[src/rtl/adc_fifo_reader_if.sv]
// Sample-FIFO read port and byte-sink write port of the ADC frame reader.
// The master side is the reader; the slave side is the FIFO/sink environment.
interface adc_fifo_reader_if;
  logic       fifo_empty_i;
  logic [7:0] fifo_data_i;
  logic       fifo_rd_en_o;
  logic       tx_txe_i;
  logic       tx_wr_o;
  logic [7:0] tx_dout_o;

  modport master (
    input  fifo_empty_i, fifo_data_i, tx_txe_i,
    output fifo_rd_en_o, tx_wr_o, tx_dout_o
  );

  modport slave (
    output fifo_empty_i, fifo_data_i, tx_txe_i,
    input  fifo_rd_en_o, tx_wr_o, tx_dout_o
  );
endinterface

[src/rtl/adc_fifo_reader.sv]
// Streams one framed ADC readout: header, big-endian sample count, the samples
// pulled from a FIFO one at a time, then an 8-bit additive checksum.
module adc_fifo_reader #(
  parameter logic [7:0] HDR_BYTE = 8'hAC,
  parameter int         CNT_W    = 32
) (
  input  logic              clk,
  input  logic              reset_i,
  input  logic              start_i,
  input  logic              abort_i,
  input  logic [CNT_W-1:0]  count_i,
  output logic              busy_o,
  output logic              done_o,
  adc_fifo_reader_if.master bus
);
  localparam int NB    = CNT_W / 8;
  localparam int IDX_W = (NB > 1) ? $clog2(NB) : 1;

  localparam logic [2:0] S_IDLE  = 3'd0;
  localparam logic [2:0] S_HDR   = 3'd1;
  localparam logic [2:0] S_LEN   = 3'd2;
  localparam logic [2:0] S_FETCH = 3'd3;
  localparam logic [2:0] S_WAIT  = 3'd4;
  localparam logic [2:0] S_SEND  = 3'd5;
  localparam logic [2:0] S_CSUM  = 3'd6;
  localparam logic [2:0] S_DONE  = 3'd7;

  logic [2:0]       r_state;
  logic [CNT_W-1:0] r_count_q;
  logic [CNT_W-1:0] r_remaining;
  logic [7:0]       r_csum;
  logic [IDX_W-1:0] r_idx;
  logic [7:0]       r_hold;

  logic [7:0]       w_len_byte;
  logic             w_len_last;
  logic             w_tx_wr;
  logic [7:0]       w_tx_dout;
  logic             w_rd_en;
  logic             w_xfer;

  // Count byte selected by the LEN index, most significant byte first
  always_comb begin
    w_len_byte = 8'h00;
    for (int b = 0; b < NB; b++) begin
      w_len_byte = (r_idx == IDX_W'(b)) ? r_count_q[(NB-1-b)*8 +: 8] : w_len_byte;
    end
  end

  // Sink write strobe and byte, decoded from the registered state
  always_comb begin
    w_tx_wr   = 1'b0;
    w_tx_dout = 8'h00;
    case (r_state)
      S_HDR: begin
        w_tx_wr   = 1'b1;
        w_tx_dout = HDR_BYTE;
      end
      S_LEN: begin
        w_tx_wr   = 1'b1;
        w_tx_dout = w_len_byte;
      end
      S_SEND: begin
        w_tx_wr   = 1'b1;
        w_tx_dout = r_hold;
      end
      S_CSUM: begin
        w_tx_wr   = 1'b1;
        w_tx_dout = r_csum;
      end
      default: begin
        w_tx_wr   = 1'b0;
        w_tx_dout = 8'h00;
      end
    endcase
  end

  assign w_len_last = (r_idx == IDX_W'(NB - 1));
  assign w_xfer     = w_tx_wr & bus.tx_txe_i;
  // Gating with abort keeps a cancelled frame from consuming a FIFO byte
  assign w_rd_en    = (r_state == S_FETCH) & ~bus.fifo_empty_i & ~abort_i;

  assign bus.fifo_rd_en_o = w_rd_en;
  assign bus.tx_wr_o      = w_tx_wr;
  assign bus.tx_dout_o    = w_tx_dout;
  assign busy_o           = (r_state != S_IDLE);
  assign done_o           = (r_state == S_DONE);

  // Frame sequencer; abort takes priority over every non-idle transition
  always_ff @(posedge clk or negedge reset_i) begin
    if (!reset_i) begin
      r_state     <= S_IDLE;
      r_count_q   <= '0;
      r_remaining <= '0;
      r_csum      <= 8'h00;
      r_idx       <= '0;
      r_hold      <= 8'h00;
    end else if ((r_state != S_IDLE) && abort_i) begin
      r_state <= S_IDLE;
    end else begin
      case (r_state)
        S_IDLE: begin
          if (start_i) begin
            r_state     <= S_HDR;
            r_count_q   <= count_i;
            r_remaining <= count_i;
            r_csum      <= 8'h00;
            r_idx       <= '0;
          end
        end
        S_HDR: begin
          if (w_xfer) r_state <= S_LEN;
        end
        S_LEN: begin
          if (w_xfer) begin
            r_idx <= r_idx + IDX_W'(1);
            if (w_len_last) r_state <= (r_remaining != '0) ? S_FETCH : S_CSUM;
          end
        end
        S_FETCH: begin
          if (w_rd_en) r_state <= S_WAIT;
        end
        S_WAIT: begin
          r_hold      <= bus.fifo_data_i;
          r_csum      <= r_csum + bus.fifo_data_i;
          r_remaining <= r_remaining - CNT_W'(1);
          r_state     <= S_SEND;
        end
        S_SEND: begin
          if (w_xfer) r_state <= (r_remaining != '0) ? S_FETCH : S_CSUM;
        end
        S_CSUM: begin
          if (w_xfer) r_state <= S_DONE;
        end
        S_DONE:  r_state <= S_IDLE;
        default: r_state <= S_IDLE;
      endcase
    end
  end
endmodule

[src/flat_wrapper.sv]
// flat-port wrapper written by rule: the top's interface ports become plain ports
module adc_fifo_reader_flat 
#(
  parameter logic [7:0] HDR_BYTE = 8'hAC,
  parameter int         CNT_W    = 32
)
  (clk, reset_i, start_i, abort_i, count_i, busy_o, done_o, bus_fifo_empty_i, bus_fifo_data_i, bus_tx_txe_i, bus_fifo_rd_en_o, bus_tx_wr_o, bus_tx_dout_o);
  adc_fifo_reader_if bus_i ();
  input  logic clk;
  input  logic reset_i;
  input  logic start_i;
  input  logic abort_i;
  input  logic [CNT_W-1:0] count_i;
  output logic busy_o;
  output logic done_o;
  input wire logic [$bits(bus_i.fifo_empty_i)-1:0] bus_fifo_empty_i;
  input wire logic [$bits(bus_i.fifo_data_i)-1:0] bus_fifo_data_i;
  input wire logic [$bits(bus_i.tx_txe_i)-1:0] bus_tx_txe_i;
  output wire logic [$bits(bus_i.fifo_rd_en_o)-1:0] bus_fifo_rd_en_o;
  output wire logic [$bits(bus_i.tx_wr_o)-1:0] bus_tx_wr_o;
  output wire logic [$bits(bus_i.tx_dout_o)-1:0] bus_tx_dout_o;
  assign bus_i.fifo_empty_i = bus_fifo_empty_i;
  assign bus_i.fifo_data_i = bus_fifo_data_i;
  assign bus_i.tx_txe_i = bus_tx_txe_i;
  assign bus_fifo_rd_en_o = bus_i.fifo_rd_en_o;
  assign bus_tx_wr_o = bus_i.tx_wr_o;
  assign bus_tx_dout_o = bus_i.tx_dout_o;
  adc_fifo_reader #(.HDR_BYTE(HDR_BYTE), .CNT_W(CNT_W)) u_core (.clk(clk), .reset_i(reset_i), .start_i(start_i), .abort_i(abort_i), .count_i(count_i), .busy_o(busy_o), .done_o(done_o), .bus(bus_i));
endmodule
[config.mk]
export PLATFORM = sky130hd
export DESIGN_NAME = adc_fifo_reader_flat
export DESIGN_NICKNAME = d
export VERILOG_FILES = /design/src/rtl/adc_fifo_reader_if.sv /design/src/rtl/adc_fifo_reader.sv /design/src/flat_wrapper.sv
export SDC_FILE = /design/constraint.sdc
export NUM_CORES = 1
export LEC_CHECK = 0
export CORE_ASPECT_RATIO = 1.1
export CORE_MARGIN = 2
export CORE_UTILIZATION = 61
export CTS_CLUSTER_DIAMETER = 50
export CTS_CLUSTER_SIZE = 40
export DETAILED_ROUTE_END_ITERATION = 10
export HOLD_SLACK_MARGIN = 0.06
export PLACE_DENSITY = 0.86
export SLEW_MARGIN = 0
export SYNTH_ARGS = -nofsm -noshare
export SYNTH_HDL_FRONTEND = slang
export SYNTH_SLANG_ARGS = --single-unit
[constraint.sdc]
create_clock -name clk -period 7.05 [get_ports clk]
set_input_delay 1.41 -clock clk [delete_from_list [all_inputs] [get_ports clk]]
set_output_delay 1.41 -clock clk [all_outputs]
set_load 0.1 [all_outputs]
After elaboration in Yosys (flattened, before gate mapping)
Index checks and enable logic that the tools add are counted.
{"block": "classes", "n_bitwise": 6, "reduce_logical": 13, "muxes": 23, "n_eq_ne": 19, "n_addsub": 3}
{"op": "32-bit case mux with 2 select lines", "count": 1}
{"op": "8-bit 2-to-1 mux", "count": 5}
{"op": "32-bit 2-to-1 mux", "count": 1}
{"op": "8-bit case mux with 4 select lines", "count": 1}
{"op": "32-bit nonzero test", "count": 1}
{"op": "32-bit by 1-bit subtractor with 32-bit output (second input constant)", "count": 1}
{"op": "3-bit 2-to-1 mux", "count": 9}
{"op": "3-bit case mux with 8 select lines", "count": 1}
{"op": "8-bit case mux with 2 select lines", "count": 1}
{"op": "3-bit by 1-bit inequality test with 1-bit output (second input constant)", "count": 5}
{"op": "3-bit equality test (second input constant)", "count": 4}
{"op": "8-bit adder", "count": 1}
{"op": "7-bit AND reduction", "count": 1}
{"op": "3-bit by 2-bit equality test with 1-bit output (second input constant)", "count": 2}
{"op": "3-bit AND reduction", "count": 2}
{"op": "2-bit equality test (second input constant)", "count": 2}
{"op": "2-bit 2-to-1 mux", "count": 2}
{"op": "2-bit case mux with 2 select lines", "count": 1}
{"op": "4-bit AND reduction", "count": 1}
{"op": "2-bit nonzero test", "count": 2}
{"op": "4-bit OR reduction", "count": 1}
{"op": "1-bit bitwise AND", "count": 3}
{"op": "3-bit by 1-bit equality test with 1-bit output (second input constant)", "count": 1}
{"op": "3-bit logical NOT", "count": 1}
{"op": "other kinds (12)", "count": 14}
{"block": "word_totals", "wordCells": 70, "input_bits": 46, "reg_bits": 85, "output_inout_bits": 12}

Depth between registers and ports, before layout
Gate-level depths: netlist of the first run.
{"block": "logic_depth", "word_depth": 7, "mapped_depth": 9, "mapped_depth_nobuf": 9}

Least setup slack after synthesis of the first run
OpenSTA, ideal clock, no wires.
{"block": "synth_path", "path_type": "input-to-output", "start": "input abort_i", "end": "output bus_fifo_rd_en_o", "stages": 2, "arrival_ps": 4568, "setup_slack_ps": 1072, "t_required_ps": 5640, "n_path_buf": 1, "cell_sequence": "clkbuf_1 -> nor4_1"}
{"block": "synth_between", "elab_chain_cells": 2}
{"element": "from (decl)", "line_no": "flat_wrapper.sv:12", "source": "input logic abort_i;"}
{"element": "1-bit NOT", "line_no": "adc_fifo_reader.sv:81", "source": "assign w_rd_en = (r_state == S_FETCH) & ~bus.fifo_empty_i & ~abort_i;"}
{"element": "1-bit bitwise AND", "line_no": "adc_fifo_reader.sv:81"}
{"element": "to (decl)", "line_no": "flat_wrapper.sv:19", "source": "output wire logic [$bits(bus_i.fifo_rd_en_o)-1:0] bus_fifo_rd_en_o;"}
Every way passes these cells.

Worst setup path in the final report of the first run
Ends and elaborated chain as after synthesis.

==> results.py, run 1 <==
metrics = {
    "status": {
        "status": "finished, final reports clean",
    },
    "logic_synthesis": {
        "async_flop_share": 1.00,
        "yosysMostFrequentCell": "sky130_fd_sc_hd__nand2_1",
        "synth.cell_area_um2": 4920,
        "synth-seq-area-share": 0.432,
        "yosys.cell_types.count": 53,
        "synthesis.area_per_instance_um2": 7.93,
        "synth_warnings": 0,
        "number_of_enable_type_register_cells_in_the_synthesized_netlist": 0,
        "synth_top_cells_by_count": "sky130_fd_sc_hd__nand2_1, sky130_fd_sc_hd__dfrtp_1, sky130_fd_sc_hd__a21oi_1, sky130_fd_sc_hd__o21ai_0, sky130_fd_sc_hd__nor2_1",
        "synth_top_flop_cell": "sky130_fd_sc_hd__dfrtp_1",
        "synth_seq_cells": 85,
        "netlist.area_leader.share": 0.432,
        "syn_inst": 621,
        "synth_nets": 680,
        "synthDominantAreaCellType": "sky130_fd_sc_hd__dfrtp_1",
        "yosys-top-cells-area": "sky130_fd_sc_hd__dfrtp_1, sky130_fd_sc_hd__nand2_1, sky130_fd_sc_hd__a21oi_1",
    },
    "finish": {
        "area_growth_pct": 16.0,
        "final-seq-area_um2": 2130,
        "n_antenna_cell": 0,
        "filler_cell_count": 624,
        "finish.utilization": 0.726,
        "proportion_of_layout_cells_with_a_drive_suffix_above_1": 0.0533,
        "finish.net_count": 711,
        "multi_input_area_um2": 2570,
        "number_of_cells_in_the_finished_layout_apart_from_fillers": 765,
    },
    "timing": {
        "timing.final.crit_share": 0.706,
        "tightestPinTransition_ns": 1.08,
        "period_needed_ns": 4.98,
        "finalHoldViolCount": 0,
        "post-route-worst-setup-slack_ns": 2.07,
        "unrepaired_setup_endpoints_after_global_routing": "no",
        "slew-limit-headroom": 0.283,
        "report.final.slew_viol_count": 0,
        "final.setup_skew_ns": 0.00867,
        "report.final.setup_viol": 0,
        "achievable-frequency_mhz": 201,
        "setup_tns_ns": 0,
    },
    "min_path": {
        "hold_path_startpoint": "u_core.r_hold[3]$_DFFE_PN0P_",
        "hold_path_class": "flop to flop",
        "worst_hold_path.endpoint": "u_core.r_hold[3]$_DFFE_PN0P_",
        "hold_depth": 2,
    },
    "clock_network": {
        "numClockSinks": 85,
        "tritoncts": "yes",
        "number_of_buffers_inserted_to_repair_setup_after_cts": 0,
        "insertion_delay_ns": 0.35,
        "cts-root-buf": "sky130_fd_sc_hd__clkbuf_8",
        "clk_pin_slew_ns": 0.09,
        "ctsHtreeMaxLevel": 3,
        "cts_resized": 0,
        "cts_made_buffers": 9,
        "cts_buffer_depth": 2,
        "cts_hold_buffers": 0,
    },
    "power": {
        "share_clk_of_total_power": 0.181,
        "power_frac_comb": 0.376,
        "int_power_mw": 1.12,
        "netSwitchingFraction": 0.427,
        "cellLeakagePower_nw": 2.40,
        "totalPowerFinal_mw": 1.96,
        "power_density_nw_per_um2": 343,
        "worst_ir_drop_vdd_mv": 0.189,
        "power.switching_mw": 0.837,
        "seqPwrFrac": 0.443,
    },
    "setup_path": {
        "arrival_ns": 3.57,
        "crit_path_class": "input pin to output port",
        "buffers_and_inverters_on_the_worst_path": 2,
        "crit_path_max_fanout": 9,
        "critical_path.top_delay_family": "buffers and inverters",
        "crit_chain": "clkdlybuf4s50_1, nor4_1, clkdlybuf4s50_1",
        "worst_setup_path_start_kind": "input pin",
        "r2r_slack_ns": 4.14,
        "crit_path_end_kind": "output port",
        "worstReg2RegStart": "u_core.r_state[2]$_DFFE_PN0P_",
        "critical-path-slowest-cell": "sky130_fd_sc_hd__clkdlybuf4s50_1",
        "worst-endpoint-required_ns": 5.64,
        "regToRegEndpoint": "u_core.r_remaining[28]$_DFFE_PN0P_",
        "reg2regPathDepth": 7,
        "top_cell_by_count_worst_path": "sky130_fd_sc_hd__clkdlybuf4s50_1",
        "max_stage_delay_ns": 1.20,
    },
    "routing": {
        "final_antenna_net_count": 0,
        "routed_via_density": 6.17,
        "wl_per_cell_um": 16.7,
        "vias": 4720,
        "postRouteWirelength_um": 12700,
        "route.detailed.drc": 0,
        "drt_pre_antenna_iters": 5,
        "drt_iter0_drc": 523,
    },
    "global_route": {
        "globalRouteTotalUtil": 0.303,
        "grt_start_max_net_pins": 86,
        "gr-total-overflow": 0,
        "grt_pass1_wl_um": 21100,
        "grt_pass1_vias": 4436,
        "grt_antenna_before_repair": 0,
    },
    "floorplan": {
        "placeableCoreArea_um2": 7870,
        "number_of_top_level_pins": 58,
        "die_height_um": 98.2,
        "effective_utilization_at_floorplan": 0.625,
        "floorplan.rows": 34,
        "die_area_um2": 8800,
        "die_width_um": 89.7,
    },
    "place": {
        "dp_slack_ns": 2.09,
        "dp_hpwl_um": 8580,
        "io_buffers": 57,
        "place.detailed.instances": 749,
        "globalplace.congestion": 0.873,
    },
    "run": {
        "max_capacitance_violation_count": 0,
    },
}
[routing by layer]
layer	GRT usage	vias up	wire [um]
met5	0	-	0
met1	0.441	2236	5400
met2	0.473	220	6270
li1	-	2243	-
met4	0.0953	0	196
met3	0.0363	21	875
[sequential cells by signal, indices dropped and copies added (netlist names)]
register            flops
u_core.r_hold           8
u_core.r_remaining     32
u_core.r_count_q       32
u_core.r_csum           8
u_core.r_idx            2
u_core.r_state          3
[area by class of cell]
| type | count | area share |
|---|---|---|
| inverter | 16 | 0.0105 |
| tap | 108 | 0.0237 |
| clock buffer | 10 | 0.0241 |
| timing repair buffer | 64 | 0.109 |
| sequential | 85 | 0.372 |
| clock inverter | 6 | 0.0107 |
| multi-input combinational | 476 | 0.450 |
[cell families after synthesis]
family                     Yosys count  synth area share
and+or+nand+nor                    287             0.259
AOI/OAI and AO/OA                  174             0.223
DFF                                 85             0.432
buffers and inverters               60            0.0483
adders and majority gates           13            0.0346
xor gates and xnor gates             2           0.00356
[worst max path at each step]
stage | slack [ns] | to | depth (start not counted) | startpoint
after floorplan | 1.07 | bus_fifo_rd_en_o | 2 | abort_i
after global placement | 2.11 | bus_fifo_rd_en_o | 3 | abort_i
after detailed placement | 2.09 | bus_fifo_rd_en_o | 3 | abort_i
after CTS | 2.08 | bus_fifo_rd_en_o | 3 | abort_i
after global routing | 2.00 | bus_fifo_rd_en_o | 3 | abort_i
final | 2.07 | bus_fifo_rd_en_o | 3 | abort_i
[placed cells by master (no fill, tap or decap), drive strengths merged, types with 3 or more instances in the layout]
cell / netlist / layout
clkinv: 0 / 3
dfrtp: 85 / 85
ha: 12 / 12
o31a: 5 / 5
nand3b: 6 / 6
a31oi: 8 / 8
nor2: 40 / 40
o22ai: 10 / 10
o211ai: 7 / 7
a2bb2oi: 5 / 5
clkdlybuf4s50: 0 / 56
o31ai: 3 / 3
clkbuf: 36 / 10
buf: 8 / 8
o21ai: 46 / 46
a21oi: 50 / 50
or4: 3 / 3
a32o: 3 / 3
o311ai: 4 / 4
nand2b: 4 / 4
a22o: 3 / 3
nand3: 11 / 11
nand2: 166 / 166
nor4: 10 / 10
or3: 16 / 16
o22a: 3 / 3
o41ai: 3 / 3
inv: 16 / 17
a221oi: 3 / 3
nor3: 19 / 19
a211oi: 9 / 9
nor2b: 7 / 7
[power by group through the flow]
stage               Clock [mW]  Combinational (mW)  Sequential (mW)
finish                   0.355               0.736            0.867
global route             0.379               0.814            0.890
detailed placement           0               0.727            0.867
CTS                      0.359               0.735            0.858
floorplan                    0               0.573            0.802
global placement             0               0.705            0.856
[worst min-delay path, delay by kind of cell, from the launching register on]
kind | cells | cell delay [ns]
DFF | 1 | 0.35
and+or+nand+nor | 2 | 0.11
[through the flow]
step                      hold WS, ns  cell area [um^2]
final                           0.483              5710
after global routing            0.510              5710
after CTS                       0.483              5710
after detailed placement        0.461              5510
after global placement          0.450              5510
after floorplan                 0.439              4920
Note: power is estimated with default switching activity, not from simulation.
==> run 2: changes to the inputs <==
--- a/config.mk
+++ b/config.mk
@@ -7,12 +7,12 @@
 export LEC_CHECK = 0
 export CORE_ASPECT_RATIO = 1.1
 export CORE_MARGIN = 2
-export CORE_UTILIZATION = 61
+export CORE_UTILIZATION = 56
 export CTS_CLUSTER_DIAMETER = 50
 export CTS_CLUSTER_SIZE = 40
 export DETAILED_ROUTE_END_ITERATION = 10
 export HOLD_SLACK_MARGIN = 0.06
-export PLACE_DENSITY = 0.86
+export PLACE_DENSITY = 0.8
 export SLEW_MARGIN = 0
 export SYNTH_ARGS = -nofsm -noshare
 export SYNTH_HDL_FRONTEND = slang
==> constraint.sdc (replaced) <==
create_clock -name clk -period 4.6 [get_ports clk]
set_input_delay 0.92 -clock clk [delete_from_list [all_inputs] [get_ports clk]]
set_output_delay 0.92 -clock clk [all_outputs]
set_load 0.1 [all_outputs]
==> run 2 against run 1 <==
  * Final cell count up 0.52%
  * Power increased by 53%
  * Worst hold slack worse by 0.0097 ns
  * Critical path type is now flop to output port
  * Global-route usage is 1.5 points lower
  * Critical path depth grew 5
  * Via count increased by 1.4%
  * Die area up 8.5%
==> results.py, run 2 (same netlist as run 1, synthesis figures left out) <==
metrics = {
    "floorplan": {
        "floorplan.rows": 35,
        "die_height_um": 102,
        "number_of_top_level_pins": 58,
        "placeableCoreArea_um2": 8450,
        "die_area_um2": 9560,
        "effective_utilization_at_floorplan": 0.582,
        "die_width_um": 93.4,
    },
    "power": {
        "share_clk_of_total_power": 0.179,
        "netSwitchingFraction": 0.434,
        "int_power_mw": 1.70,
        "worst_ir_drop_vdd_mv": 0.274,
        "cellLeakagePower_nw": 2.41,
        "totalPowerFinal_mw": 3.00,
        "seqPwrFrac": 0.438,
        "power_density_nw_per_um2": 526,
        "power_frac_comb": 0.382,
        "power.switching_mw": 1.30,
    },
    "place": {
        "dp_slack_ns": 1.10,
        "place.detailed.instances": 753,
        "dp_hpwl_um": 9080,
        "io_buffers": 57,
        "placed_area_um2": 5500,
        "globalplace.congestion": 0.893,
    },
    "clock_network": {
        "tritoncts": "yes",
        "numClockSinks": 85,
        "clk_pin_slew_ns": 0.09,
        "ctsHtreeMaxLevel": 3,
        "cts_resized": 0,
        "number_of_buffers_inserted_to_repair_setup_after_cts": 0,
        "cts_buffer_depth": 2,
        "cts_made_buffers": 9,
        "insertion_delay_ns": 0.37,
        "cts_hold_buffers": 0,
        "cts-root-buf": "sky130_fd_sc_hd__clkbuf_8",
    },
    "routing": {
        "vias": 4786,
        "postRouteWirelength_um": 13200,
        "drt_pre_antenna_iters": 7,
        "routed_via_density": 6.22,
        "route.detailed.drc": 0,
        "final_antenna_net_count": 0,
        "wl_per_cell_um": 17.1,
        "drt_iter0_drc": 390,
    },
    "setup_path": {
        "crit_path_max_fanout": 14,
        "crit_path_end_kind": "output port",
        "worst-endpoint-required_ns": 3.68,
        "arrival_ns": 2.85,
        "reg2regPathDepth": 7,
        "crit_path_class": "flop to output port",
        "worstReg2RegStart": "u_core.r_state[2]$_DFFE_PN0P_",
        "worst_setup_path_start_kind": "flop",
        "critPathLaunch": "u_core.r_idx[1]$_DFFE_PN0P_",
    },
    "min_path": {
        "hold_depth": 2,
        "hold_path_class": "flop to flop",
        "hold_path_startpoint": "u_core.r_count_q[0]$_DFFE_PN0P_",
    },
    "timing": {
        "timing.final.crit_share": 0.819,
        "report.final.slew_viol_count": 0,
        "hold_slack_ns": 0.473,
        "finalHoldViolCount": 0,
        "tightestPinTransition_ns": 0.961,
        "final.setup_skew_ns": 0.0165,
        "unrepaired_setup_endpoints_after_global_routing": "no",
        "report.final.setup_viol": 0,
        "setup_tns_ns": 0,
        "achievable-frequency_mhz": 265,
        "post-route-worst-setup-slack_ns": 0.832,
        "slew-limit-headroom": 0.357,
        "period_needed_ns": 3.77,
    },
    "finish": {
        "filler_cell_count": 710,
        "biggest_registers_after_layout": "u_core.r_count_q: 32 flops, u_core.r_remaining: 32 flops",
        "finish.net_count": 712,
        "n_antenna_cell": 0,
        "finish.instance_area_um2": 5700,
        "proportion_of_layout_cells_with_a_drive_suffix_above_1": 0.0729,
        "number_of_cells_in_the_finished_layout_apart_from_fillers": 769,
        "layout.cells.most_common_list": "sky130_fd_sc_hd__nand2_1, sky130_fd_sc_hd__dfrtp_1, sky130_fd_sc_hd__a21oi_1",
        "finish.utilization": 0.674,
        "area_growth_pct": 15.8,
        "mostFrequentLayoutCell": "sky130_fd_sc_hd__nand2_1",
    },
    "global_route": {
        "grt_start_max_net_pins": 54,
        "grt_pass1_vias": 4431,
        "gr-total-overflow": 0,
        "grt_antenna_before_repair": 0,
        "globalRouteTotalUtil": 0.289,
        "grt_pass1_wl_um": 21700,
    },
    "run": {
        "max_capacitance_violation_count": 0,
    },
    "status": {
        "status": "finished, final reports clean",
    },
}
run 2: cell types whose count changed in the layout (fill, tap and decap cells not counted), sizes merged:
cell           change
buf               +12
clkbuf             -1
clkinvlp           +3
clkdlybuf4s50     -11
clkinv             -2
run 2: critical path: stages (launching register included):
cell,delay [ns]
sky130_fd_sc_hd__dfrtp_1,0.40
sky130_fd_sc_hd__inv_1,0.08
sky130_fd_sc_hd__ha_1,0.34
sky130_fd_sc_hd__nor2b_1,0.32
sky130_fd_sc_hd__a221oi_1,0.13
sky130_fd_sc_hd__o311ai_0,0.48
sky130_fd_sc_hd__o21ai_0,0.16
sky130_fd_sc_hd__o21ai_0,0.22
sky130_fd_sc_hd__buf_4,0.33
run 2: power groups by stage:
stage                     Clock (mW)  Combinational, mW  Sequential (mW)
after CTS                      0.545               1.14             1.30
after global placement             0               1.10             1.30
after floorplan                    0              0.879             1.23
final                          0.538               1.15             1.31
after global routing           0.578               1.26             1.36
after detailed placement           0               1.14             1.32
run 2: path summary, 6_finish.rpt:
path | slack [ns] | to
max | 0.83 | bus_tx_dout_o[6]
min | 0.47 | u_core.r_count_q[0]$_DFFE_PN0P_
max reg2reg | 1.77 | u_core.r_count_q[4]$_DFFE_PN0P_
min reg2reg | 0.47 | u_core.r_count_q[0]$_DFFE_PN0P_
max in group asynchronous | 3.08 | u_core.r_remaining[31]$_DFFE_PN0P_
min in group asynchronous | 0.58 | u_core.r_state[1]$_DFFE_PN0P_
run 2: routing by layer:
layer,GRT usage,part of all wire
met1,0.409,0.44
met2,0.459,0.47
met3,0.0413,0.072
met4,0.101,0.020
met5,0,0
run 2: area by class of cell:
cell class / instances / area (um^2) / area share
Clock inverter: 7 / 73.8 / 0.0130
Tap cell: 111 / 139 / 0.0244
Multi-Input combinational cell: 476 / 2570 / 0.452
Inverter: 16 / 60.1 / 0.0105
Sequential cell: 85 / 2130 / 0.373
Clock buffer: 9 / 124 / 0.0217
Timing Repair Buffer: 65 / 601 / 0.105
==> run 3: changes to the inputs <==
==> constraint.sdc (replaced) <==
create_clock -name clk -period 3.9 [get_ports clk]
set_input_delay 0.78 -clock clk [delete_from_list [all_inputs] [get_ports clk]]
set_output_delay 0.78 -clock clk [all_outputs]
set_load 0.1 [all_outputs]
==> run 3 against run 2 <==
  * Global-route usage up 0.44 points
  * Core utilization rose by 1.3 points
  * Sequential power grew 20%
  * First-iteration DRC count up 16%
  * Clock power up 20%
  * Combinational power is 22% higher
  * Via count is 0.17% lower
  * Power increased by 21%
  * Die area unchanged
  * Sequential share of layout area decreased by 0.70 points
  * Worst hold slack better by 0.0045 ns
  * Non-clock buffer count up 1
  * Highest routed layer unchanged
==> results.py, run 3 (same netlist as run 1, synthesis figures left out) <==
metrics = {
    "finish": {
        "multi_input_area_um2": 2570,
        "n_antenna_cell": 0,
        "filler_cell_count": 703,
        "finish.net_count": 713,
        "layout.cells.most_common_list": "sky130_fd_sc_hd__nand2_1, sky130_fd_sc_hd__dfrtp_1, sky130_fd_sc_hd__a21oi_1",
        "area_growth_pct": 18.0,
        "mostFrequentLayoutCell": "sky130_fd_sc_hd__nand2_1",
        "biggest_registers_after_layout": "u_core.r_count_q: 32 flops, u_core.r_remaining: 32 flops",
        "finish.instance_area_um2": 5810,
        "final-seq-area_um2": 2130,
        "proportion_of_layout_cells_with_a_drive_suffix_above_1": 0.0744,
    },
    "setup_path": {
        "worst_setup_path_start_kind": "flop",
        "r2r_slack_ns": 1.36,
        "arrival_ns": 2.58,
        "crit_path_class": "flop to output port",
        "crit_path_max_fanout": 6,
        "reg2regPathDepth": 6,
        "crit_path_end_kind": "output port",
        "critPathLaunch": "u_core.r_idx[0]$_DFFE_PN0P_",
        "worstReg2RegStart": "u_core.r_remaining[4]$_DFFE_PN0P_",
        "worst-endpoint-required_ns": 3.12,
    },
    "power": {
        "power_density_nw_per_um2": 622,
        "netSwitchingFraction": 0.427,
        "int_power_mw": 2.07,
        "power.switching_mw": 1.54,
        "cellLeakagePower_nw": 2.45,
        "seqPwrFrac": 0.435,
        "share_clk_of_total_power": 0.179,
        "worst_ir_drop_vdd_mv": 0.304,
        "power_frac_comb": 0.386,
    },
    "clock_network": {
        "cts_made_buffers": 9,
        "cts_buffer_depth": 2,
        "number_of_buffers_inserted_to_repair_setup_after_cts": 0,
        "insertion_delay_ns": 0.36,
        "cts_resized": 0,
        "numClockSinks": 85,
        "cts-root-buf": "sky130_fd_sc_hd__clkbuf_8",
        "ctsHtreeMaxLevel": 3,
        "tritoncts": "yes",
        "clk_pin_slew_ns": 0.10,
        "cts_hold_buffers": 0,
    },
    "place": {
        "io_buffers": 57,
        "placed_area_um2": 5610,
        "dp_hpwl_um": 8940,
        "globalplace.congestion": 0.867,
    },
    "min_path": {
        "hold_depth": 2,
        "hold_path_startpoint": "u_core.r_hold[2]$_DFFE_PN0P_",
        "hold_path_class": "flop to flop",
    },
    "run": {
        "max_capacitance_violation_count": 0,
    },
    "floorplan": {
        "effective_utilization_at_floorplan": 0.582,
        "die_width_um": 93.4,
        "number_of_top_level_pins": 58,
        "placeableCoreArea_um2": 8450,
        "die_height_um": 102,
        "floorplan.rows": 35,
        "die_area_um2": 9560,
    },
    "timing": {
        "period_needed_ns": 3.36,
        "report.final.setup_viol": 0,
        "final.setup_skew_ns": 0.0187,
        "timing.final.crit_share": 0.863,
        "achievable-frequency_mhz": 297,
        "tightestPinTransition_ns": 1.11,
        "report.final.slew_viol_count": 0,
        "unrepaired_setup_endpoints_after_global_routing": "no",
        "finalHoldViolCount": 0,
        "setup_tns_ns": 0,
        "slew-limit-headroom": 0.261,
    },
    "routing": {
        "final_antenna_net_count": 0,
        "postRouteWirelength_um": 13400,
        "vias": 4778,
        "drt_pre_antenna_iters": 5,
        "routed_via_density": 6.21,
        "wl_per_cell_um": 17.4,
        "drt_iter0_drc": 451,
        "route.detailed.drc": 0,
    },
    "global_route": {
        "gr-total-overflow": 0,
        "grt_pass1_wl_um": 22200,
        "grt_antenna_before_repair": 0,
        "grt_start_max_net_pins": 86,
        "grt_pass1_vias": 4547,
        "globalRouteTotalUtil": 0.293,
    },
    "status": {
        "status": "finished, final reports clean",
    },
}
==> run 3: cell count changes in the layout (fill, tap and decap cells not counted), sizes merged <==
cell and delta:
clkbuf +2, clkdlybuf4s50 -1, clkinv +2, buf +2, clkinvlp -3, inv -1
==> run 3: path summary, 6_finish.rpt <==
path | end
worst min register to register | u_core.r_hold[2]$_DFFE_PN0P_
max in group asynchronous | u_core.r_remaining[1]$_DFFE_PN0P_
worst max-delay path | bus_tx_dout_o[0]
worst max register to register | u_core.r_remaining[30]$_DFFE_PN0P_
worst min-delay path | u_core.r_hold[2]$_DFFE_PN0P_
min in group asynchronous | u_core.r_state[2]$_DFFE_PN0P_
==> run 3: power groups by stage <==
| stage | Sequential, mW | Clock (mW) | Combinational, mW |
|---|---|---|---|
| floorplan | 1.45 | 0 | 1.04 |
| detailed placement | 1.57 | 0 | 1.38 |
| finish | 1.57 | 0.645 | 1.40 |
| global route | 1.62 | 0.686 | 1.53 |
| CTS | 1.56 | 0.655 | 1.39 |
| global placement | 1.56 | 0 | 1.34 |
==> run 3: cell type report <==
class | count | area share
Multi-Input combinational cell | 476 | 0.443
Timing Repair Buffer | 66 | 0.121
Sequential cell | 85 | 0.366
Clock inverter | 5 | 0.0103
Clock buffer | 11 | 0.0243
Inverter | 16 | 0.0103
Tap cell | 111 | 0.0239
==> run 3: critical path: stages (launching register included) <==
cell and delay, ns:
sky130_fd_sc_hd__dfrtp_1 0.44, sky130_fd_sc_hd__inv_1 0.10, sky130_fd_sc_hd__ha_1 0.28, sky130_fd_sc_hd__nor2b_1 0.25
sky130_fd_sc_hd__a221oi_1 0.10, sky130_fd_sc_hd__o311ai_0 0.42, sky130_fd_sc_hd__o21ai_0 0.16, sky130_fd_sc_hd__o21ai_1 0.26
sky130_fd_sc_hd__buf_12 0.21
==> run 3: through the flow <==
stage	hold slack [ns]	cells	power, mW	worst slack, ns	utilization
after CTS	0.481	770	3.60	0.552	0.687
after global routing	0.500	770	3.84	0.364	0.687
after detailed placement	0.458	754	2.95	0.794	0.663
final	0.478	770	3.61	0.536	0.687
after floorplan	0.439	621	2.49	0.207	-
after global placement	0.453	754	2.89	0.947	0.663
==> run 3: metal layers <==
| metal | up-vias | global-route usage | wire length (um) |
|---|---|---|---|
| met5 | - | 0 | 0 |
| met4 | 0 | 0.104 | 223 |
| met1 | 2273 | 0.415 | 5840 |
| met3 | 24 | 0.0413 | 866 |
| li1 | 2252 | - | - |
| met2 | 229 | 0.465 | 6490 |
